<file path="src/rtl/serial_alu.sv">
// Multi-cycle ALU: processes a WIDTH-bit operation SLICE bits per clock, LSB slice first,
// with a registered ripple carry between slices and a valid/ready handshake on both sides.
module serial_alu #(
  parameter int WIDTH = 32,
  parameter int SLICE = 1
) (
  input  logic             clk,
  input  logic             rst_n,
  input  logic             in_valid,
  output logic             in_ready,
  input  logic [2:0]       op,
  input  logic [WIDTH-1:0] a,
  input  logic [WIDTH-1:0] b,
  output logic             out_valid,
  input  logic             out_ready,
  output logic [WIDTH-1:0] result,
  output logic             carry,
  output logic             zero,
  output logic             overflow,
  output logic             negative
);

  localparam int NSLICE = WIDTH / SLICE;
  localparam int CW     = (NSLICE > 1) ? $clog2(NSLICE) : 1;

  localparam logic [2:0] OP_ADD  = 3'b000;
  localparam logic [2:0] OP_SUB  = 3'b001;
  localparam logic [2:0] OP_XOR  = 3'b010;
  localparam logic [2:0] OP_SLT  = 3'b011;
  localparam logic [2:0] OP_AND  = 3'b100;
  localparam logic [2:0] OP_NAND = 3'b101;
  localparam logic [2:0] OP_NOR  = 3'b110;
  localparam logic [2:0] OP_OR   = 3'b111;

  typedef enum logic [1:0] {IDLE = 2'd0, BUSY = 2'd1, DONE = 2'd2} state_t;

  state_t           state_r;
  logic [WIDTH-1:0] a_r, b_r, acc_r;
  logic [2:0]       op_r;
  logic             carry_r;
  logic [CW-1:0]    cnt_r;

  logic             arith_s, sub_s, bb_s, c_s, cmsb_s;
  logic [SLICE-1:0] sum_s;
  logic [WIDTH-1:0] acc_next_s, fin_s;

  // Slice datapath: ripple across the SLICE low bits of the shifting operand registers.
  always_comb begin
    arith_s = (op_r == OP_ADD) || (op_r == OP_SUB) || (op_r == OP_SLT);
    sub_s   = (op_r == OP_SUB) || (op_r == OP_SLT);
    sum_s   = {SLICE{1'b0}};
    c_s     = carry_r;
    cmsb_s  = 1'b0;
    bb_s    = 1'b0;
    for (int i = 0; i < SLICE; i++) begin
      bb_s   = sub_s ? ~b_r[i] : b_r[i];
      cmsb_s = c_s;
      case (op_r)
        OP_ADD, OP_SUB, OP_SLT: sum_s[i] = a_r[i] ^ bb_s ^ c_s;
        OP_XOR:  sum_s[i] = a_r[i] ^ b_r[i];
        OP_AND:  sum_s[i] = a_r[i] & b_r[i];
        OP_NAND: sum_s[i] = ~(a_r[i] & b_r[i]);
        OP_NOR:  sum_s[i] = ~(a_r[i] | b_r[i]);
        OP_OR:   sum_s[i] = a_r[i] | b_r[i];
        default: sum_s[i] = 1'b0;
      endcase
      c_s = (a_r[i] & bb_s) | (a_r[i] & c_s) | (bb_s & c_s);
    end
  end

  // Result assembly: new slice enters at the top; SLT collapses to the signed less-than bit.
  always_comb begin
    acc_next_s = acc_r >> SLICE;
    acc_next_s[WIDTH-1 -: SLICE] = sum_s;
    if (op_r == OP_SLT) begin
      fin_s = {{(WIDTH-1){1'b0}}, acc_next_s[WIDTH-1] ^ (cmsb_s ^ c_s)};
    end else begin
      fin_s = acc_next_s;
    end
  end

  // Control FSM with registered handshake outputs, result and flags.
  always_ff @(posedge clk) begin
    if (!rst_n) begin
      state_r   <= IDLE;
      a_r       <= {WIDTH{1'b0}};
      b_r       <= {WIDTH{1'b0}};
      acc_r     <= {WIDTH{1'b0}};
      op_r      <= 3'b000;
      carry_r   <= 1'b0;
      cnt_r     <= {CW{1'b0}};
      in_ready  <= 1'b1;
      out_valid <= 1'b0;
      result    <= {WIDTH{1'b0}};
      carry     <= 1'b0;
      zero      <= 1'b0;
      overflow  <= 1'b0;
      negative  <= 1'b0;
    end else begin
      case (state_r)
        IDLE: begin
          if (in_valid) begin
            a_r      <= a;
            b_r      <= b;
            op_r     <= op;
            acc_r    <= {WIDTH{1'b0}};
            cnt_r    <= {CW{1'b0}};
            carry_r  <= (op == OP_SUB) || (op == OP_SLT);
            in_ready <= 1'b0;
            state_r  <= BUSY;
          end else begin
            in_ready <= 1'b1;
          end
        end
        BUSY: begin
          acc_r   <= acc_next_s;
          a_r     <= a_r >> SLICE;
          b_r     <= b_r >> SLICE;
          carry_r <= arith_s ? c_s : carry_r;
          cnt_r   <= cnt_r + CW'(1);
          if (cnt_r == CW'(NSLICE - 1)) begin
            result    <= fin_s;
            carry     <= arith_s & c_s;
            overflow  <= arith_s & (cmsb_s ^ c_s);
            zero      <= (fin_s == {WIDTH{1'b0}});
            negative  <= fin_s[WIDTH-1];
            out_valid <= 1'b1;
            state_r   <= DONE;
          end else begin
            state_r <= BUSY;
          end
        end
        DONE: begin
          if (out_ready) begin
            out_valid <= 1'b0;
            in_ready  <= 1'b1;
            state_r   <= IDLE;
          end else begin
            state_r <= DONE;
          end
        end
        default: begin
          out_valid <= 1'b0;
          in_ready  <= 1'b1;
          state_r   <= IDLE;
        end
      endcase
    end
  end

endmodule
</file>
<file path="config.mk">
export PLATFORM = sky130hd
export DESIGN_NAME = serial_alu
export DESIGN_NICKNAME = d
export VERILOG_FILES = /design/src/rtl/serial_alu.sv
export SDC_FILE = /design/constraint.sdc
export NUM_CORES = 1
export LEC_CHECK = 0
export ABC_AREA = 1
export BUFFER_PORTS_ARGS = -buffer_cell sky130_fd_sc_hd__buf_2
export CORE_ASPECT_RATIO = 0.8
export CORE_MARGIN = 1.5
export CORE_UTILIZATION = 45
export CTS_CLUSTER_DIAMETER = 40
export CTS_CLUSTER_SIZE = 12
export DETAILED_ROUTE_END_ITERATION = 6
export HOLD_SLACK_MARGIN = 0.06
export PLACE_DENSITY = 0.67
export SYNTH_ARGS = -nofsm -noshare
export SYNTH_HDL_FRONTEND = slang
export SYNTH_SLANG_ARGS = --single-unit
</file>
<file path="constraint.sdc">
create_clock -name clk -period 4.75 [get_ports clk]
set_input_delay 0.2375 -clock clk [delete_from_list [all_inputs] [get_ports clk]]
set_output_delay 0.2375 -clock clk [all_outputs]
set_load 0.005 [all_outputs]
</file>
Word-level counts from Yosys, hierarchy flattened
Cells that the tools add are included.
{"block": "totals", "regBits": 145}
{"block": "op_classes", "n_addsub": 1, "n_eq_ne": 16, "n_mux": 24, "bitwise_logic": 19, "reduce_logical": 15}
{"operator": "32-bit case mux with 2 select lines", "count": 3}
{"operator": "32-bit 2-to-1 mux", "count": 4}
{"operator": "32-bit logical NOT", "count": 1}
{"operator": "3-bit equality test (second input constant)", "count": 4}
{"operator": "5-bit case mux with 2 select lines", "count": 1}
{"operator": "3-bit by 2-bit equality test with 1-bit output (second input constant)", "count": 3}
{"operator": "2-bit != test (second input constant)", "count": 4}
{"operator": "2-bit AND reduction", "count": 4}
{"operator": "1-bit 2-to-1 mux", "count": 7}
{"operator": "1-bit bitwise AND", "count": 6}
{"operator": "3-bit by 1-bit equality test with 1-bit output (second input constant)", "count": 2}
{"operator": "2-bit 2-to-1 mux", "count": 3}
{"operator": "1-bit case mux with 3 select lines", "count": 2}
{"operator": "1-bit case mux with 6 select lines", "count": 1}
{"operator": "2-bit case mux with 3 select lines", "count": 1}
{"operator": "3-bit AND reduction", "count": 2}
{"operator": "5-bit by 1-bit adder with 5-bit output (second input constant)", "count": 1}
{"operator": "5-bit equality test (second input constant)", "count": 1}
{"operator": "5-bit 2-to-1 mux", "count": 1}
{"operator": "1-bit inverter", "count": 5}
{"operator": "1-bit bitwise XOR", "count": 5}
{"operator": "1-bit logical OR", "count": 4}
{"operator": "3-bit logical NOT", "count": 1}
{"operator": "1-bit bitwise OR", "count": 3}
{"operator": "other kinds (6)", "count": 6}

Depth between registers and ports, before layout
{"block": "depth", "depth_word": 10, "depth_mapped": 14, "ltp_nobuf": 14}

Worst setup path after synthesis
OpenSTA, ideal clock, no wires.
{"block": "synth_path", "kind": "reg-to-reg", "from": "register op_r[2]", "to": "register zero", "setup_time_ns": 0.128, "t_arrival_ns": 1.619, "path_slack_ns": 3.003, "stages_incl_launch_ff": 14, "path_buffers": 0, "path_cell_list": "dfxtp_1 inv_2 nand2_1 xor2_1 fa_1 nand2_1 nand3_1 nand2_1 nand2_1 nand3_1 nand2_1 nor2_1 nor2_1 nor2_1"}
{"block": "synth_via", "elab_chain_len": 10, "elab_cells_between_ends": 22, "cone_classes": "eq/ne (7); mux (3); bitwise (8); reduce/logical (4)"}
{"element": "start, declared", "line": "39", "source": "logic [2:0] op_r;"}
{"element": "start signal, assigned", "line": "105", "source": "op_r <= op;"}
{"element": "3-bit by 1-bit equality test with 1-bit output or 3-bit by 2-bit equality test with 1-bit output (tied branches)", "line": "50, 58, 75"}
{"element": "1-bit logical OR", "line": "50", "source": "sub_s = (op_r == OP_SUB) || (op_r == OP_SLT);"}
{"element": "1-bit 2-to-1 mux", "line": "56", "source": "bb_s = sub_s ? ~b_r[i] : b_r[i];"}
{"element": "1-bit bitwise AND", "line": "67", "source": "c_s = (a_r[i] & bb_s) | (a_r[i] & c_s) | (bb_s & c_s);"}
{"element": "1-bit bitwise OR (2 in a row)", "line": "67"}
{"element": "1-bit bitwise XOR (2 in a row)", "line": "76", "source": "fin_s = {{(WIDTH-1){1'b0}}, acc_next_s[WIDTH-1] ^ (cmsb_s ^ c_s)};"}
{"element": "32-bit 2-to-1 mux (*)", "line": "75", "source": "if (op_r == OP_SLT) begin"}
{"element": "32-bit logical NOT (*)", "line": "125", "source": "zero <= (fin_s == {WIDTH{1'b0}});"}
{"element": "end signal, assigned", "line": "125"}
{"element": "end, declared", "line": "18", "source": "output logic zero,"}
Every way passes the cells marked *; elsewhere a longest branch is shown, timed or not.
A chain may end at the register's enable or synchronous reset.

Final worst setup path
{"block": "layout_path", "from": "register state_r[1]", "to": "register cnt_r[2]"}
{"block": "layout_via", "elab_chain_len": 3, "elab_cells_between_ends": 6, "cone_classes": "eq/ne (2); mux (1); reduce/logical (3)"}
{"element": "start, declared", "line": "37", "source": "state_t state_r;"}
{"element": "start signal, assigned", "line": "85", "source": "state_r <= IDLE;"}
{"element": "start signal, assigned", "line": "110", "source": "state_r <= BUSY;"}
{"element": "start signal, assigned", "line": "128", "source": "state_r <= DONE;"}
{"element": "2-bit by 1-bit equality test with 1-bit output or 2-bit logical NOT (tied branches)", "line": "100", "source": "case (state_r)"}
{"element": "2-bit nonzero test (no source line) or 2-bit != test (tied branches)"}
{"element": "2-bit AND reduction (no source line)"}
{"element": "end signal, assigned", "line": "91", "source": "cnt_r <= {CW{1'b0}};"}
{"element": "end signal, assigned", "line": "107", "source": "cnt_r <= {CW{1'b0}};"}
{"element": "end signal, assigned", "line": "120", "source": "cnt_r <= cnt_r + CW'(1);"}
{"element": "end, declared", "line": "41", "source": "logic [CW-1:0] cnt_r;"}
Parallel ways exist; a longest one is shown, timed or not.

==> results_dict.tcl <==
set metrics [dict create \
    end_kind "flop" \
    peakVddDrop_v 0.0002440 \
    cts-resized-gates 0 \
    fillCellCount 1273 \
    syn_to_final_growth_pct 19.41 \
    leakage_nw 2.940 \
    synth.avg_cell_area_um2 7.478 \
    slew_headroom_pct 33.00 \
    cts_tree "done" \
    skew_ps 7.975 \
    place.gp.congestion 0.7656 \
    cts_buffers 17 \
    final_common_cell "nand2_1" \
    grt_usage_pct 20.49 \
    cts_root_buffer "clkbuf_16" \
    fp.dieH_um 104.9 \
    synth_nets 857 \
    start_util_pct 45.71 \
    clk_pin_slew_ps 60 \
    drc 0 \
    path_class "reg2reg" \
    path_max_fanout 64 \
    io-pin-count 109 \
    critPathLaunchType "flop" \
    insertion_delay_ps 410 \
    reg2reg_slack_ps 2400 \
    post_cts_buffers 0 \
    grt_pass1_vias 4708 \
    drt_pass1_iterations 4 \
    tightest_slew_ps 1004 \
    arrival_ps 2660 \
    synthCells 781 \
    post-route-min-period_ps 2351 \
    yosysWarningCount 0 \
    drv_cap 0 \
    clockBufferDepth 2 \
    n_antenna_cell 0 \
    period_share_pct 49.49 \
    vias 5288 \
    drtIter0Drc 479 \
    final_util_pct 54.58 \
    ys_seq_area_share_pct 49.01 \
    port_buffers 108 \
    dp_hpwl_um 8043 \
    worst_r2r_path_depth 6 \
    antenna_found_initial 0 \
    ant_nets 0 \
    htreeDepth 4 \
    syn_area_mm2 0.005841 \
    clock_sinks 143 \
    whs_path_depth 3 \
    die_x_um 130.4 \
    core_mm2 0.01278 \
    p_per_area_mw_per_mm2 409.7 \
    num_rows 37 \
    viasPerCell 5.080 \
    slew_viol_final 0 \
    setup_viol 0 \
    min_path_type "in2reg" \
    drive_above_1_share_pct 18.71 \
    grt_pass1_wl_um 22610 \
    cts_hold_buf 0 \
    dieArea_mm2 0.01368 \
    final_nets 930 \
    layout.cells.most_common_list "nand2_1, dfxtp_1, o21ai_0" \
    fmax_ghz 0.4254 \
    finalHoldViolCount 0 \
    synth.distinct_cells 32 \
    overflow 0 \
    ys_seq_elements 143 \
    setup_tns_ps 0 \
    grt_max_degree 100 \
    routedWlPerCell_um 12.69 \
    status "finished, final reports clean" \
    cp.required_ps 5060 \
    wl_um 13210 \
    rsz0062_at_grt "no" \
]
==> routing by layer <==
layer,track usage (%),wire length (µm)
met3,3.891,528
met4,7.300,131
met2,29.62,5551
met5,0,0
met1,30.24,7001
==> sequential cells by signal (all words and copies together) (netlist names) <==
signal,count
carry,1
in_ready,1
overflow,1
a_r,32
carry_r,1
zero,1
out_valid,1
acc_r,31
cnt_r,5
b_r,32
state_r,2
result,32
op_r,3
==> critical path, stage by stage, from the launching register on <==
cell      delay [ps]
dfxtp_1          360
inv_2             50
nand2_2          430
nand2_4          440
inv_2            610
nand2_1          110
a221oi_1         240
==> cells by family after synthesis <==
kind of cell | Yosys count | synth area share [%]
compound gates | 260 | 24.14
xor+xnor | 2 | 0.3000
fa+ha+maj | 5 | 1.200
buf+inv | 89 | 6.234
flops | 143 | 49.01
simple gates | 282 | 19.11
==> where the power goes <==
group	switching, mW	leakage [nW]	total (mW)	internal [mW]
combinational	0.175	1.49	0.267	0.0925
sequential	0.0345	1.17	1.30	1.27
clock	0.493	0.279	1.29	0.796
==> synth_stat cells, drive strengths merged <==
cell    count  area, µm²
a221oi      1      8.760
buf        21      108.9
nor3        2      10.01
a311oi      1      8.760
fa          1      20.02
xor2        2      17.52
a31oi      62      387.9
ha          4      50.05
clkbuf     40      150.1
nand4       1      6.260
nand3      10      62.56
nor2       36      140.1
o31ai       1      7.510
dfxtp     143       2863
nand3b      2      15.01
o21bai      1      7.510
o21ai     115      594.3
nand2     230      875.8
inv        27      101.4
a21oi      79      395.4
clkinv      1      3.750
or3         1      6.260
==> per-stage QoR <==
| step | instances | setup slack (ps) | cell area [µm²] | power (mW) | hold slack [ps] |
|---|---|---|---|---|---|
| after floorplan | 781 | 3003 | 5841 | 1.517 | 386.5 |
| after global placement | 1010 | 2439 | 6401 | 1.593 | 454.1 |
| after detailed placement | 1010 | 2359 | 6401 | 1.592 | 454.9 |
| after CTS | 1041 | 2365 | 6974 | 2.885 | 76.94 |
| after global routing | 1041 | 2075 | 6974 | 2.990 | 82.22 |
| final | 1041 | 2399 | 6974 | 2.857 | 89.58 |
==> final cells by class <==
cell class                 instances  area, µm²  area share, %
clock buffer                      21      460.4          6.602
clock inverter                    10      112.6          1.615
inverter                          28      105.1          1.507
multi-input combinational        549       2621          37.59
sequential                       143       2863          41.05
tap                              175      219.0          3.140
timing repair buffer             115      593.1          8.504
==> final timing paths <==
check | from | end
max | state_r[1]$_SDFFE_PN0P_ | cnt_r[2]$_SDFFE_PN0P_
min | a[19] | a_r[19]$_SDFFE_PN0P_
max reg2reg | state_r[1]$_SDFFE_PN0P_ | cnt_r[2]$_SDFFE_PN0P_
min reg2reg | b_r[31]$_SDFFE_PN0P_ | b_r[31]$_SDFFE_PN0P_
Power figures use the tool's default switching activity.
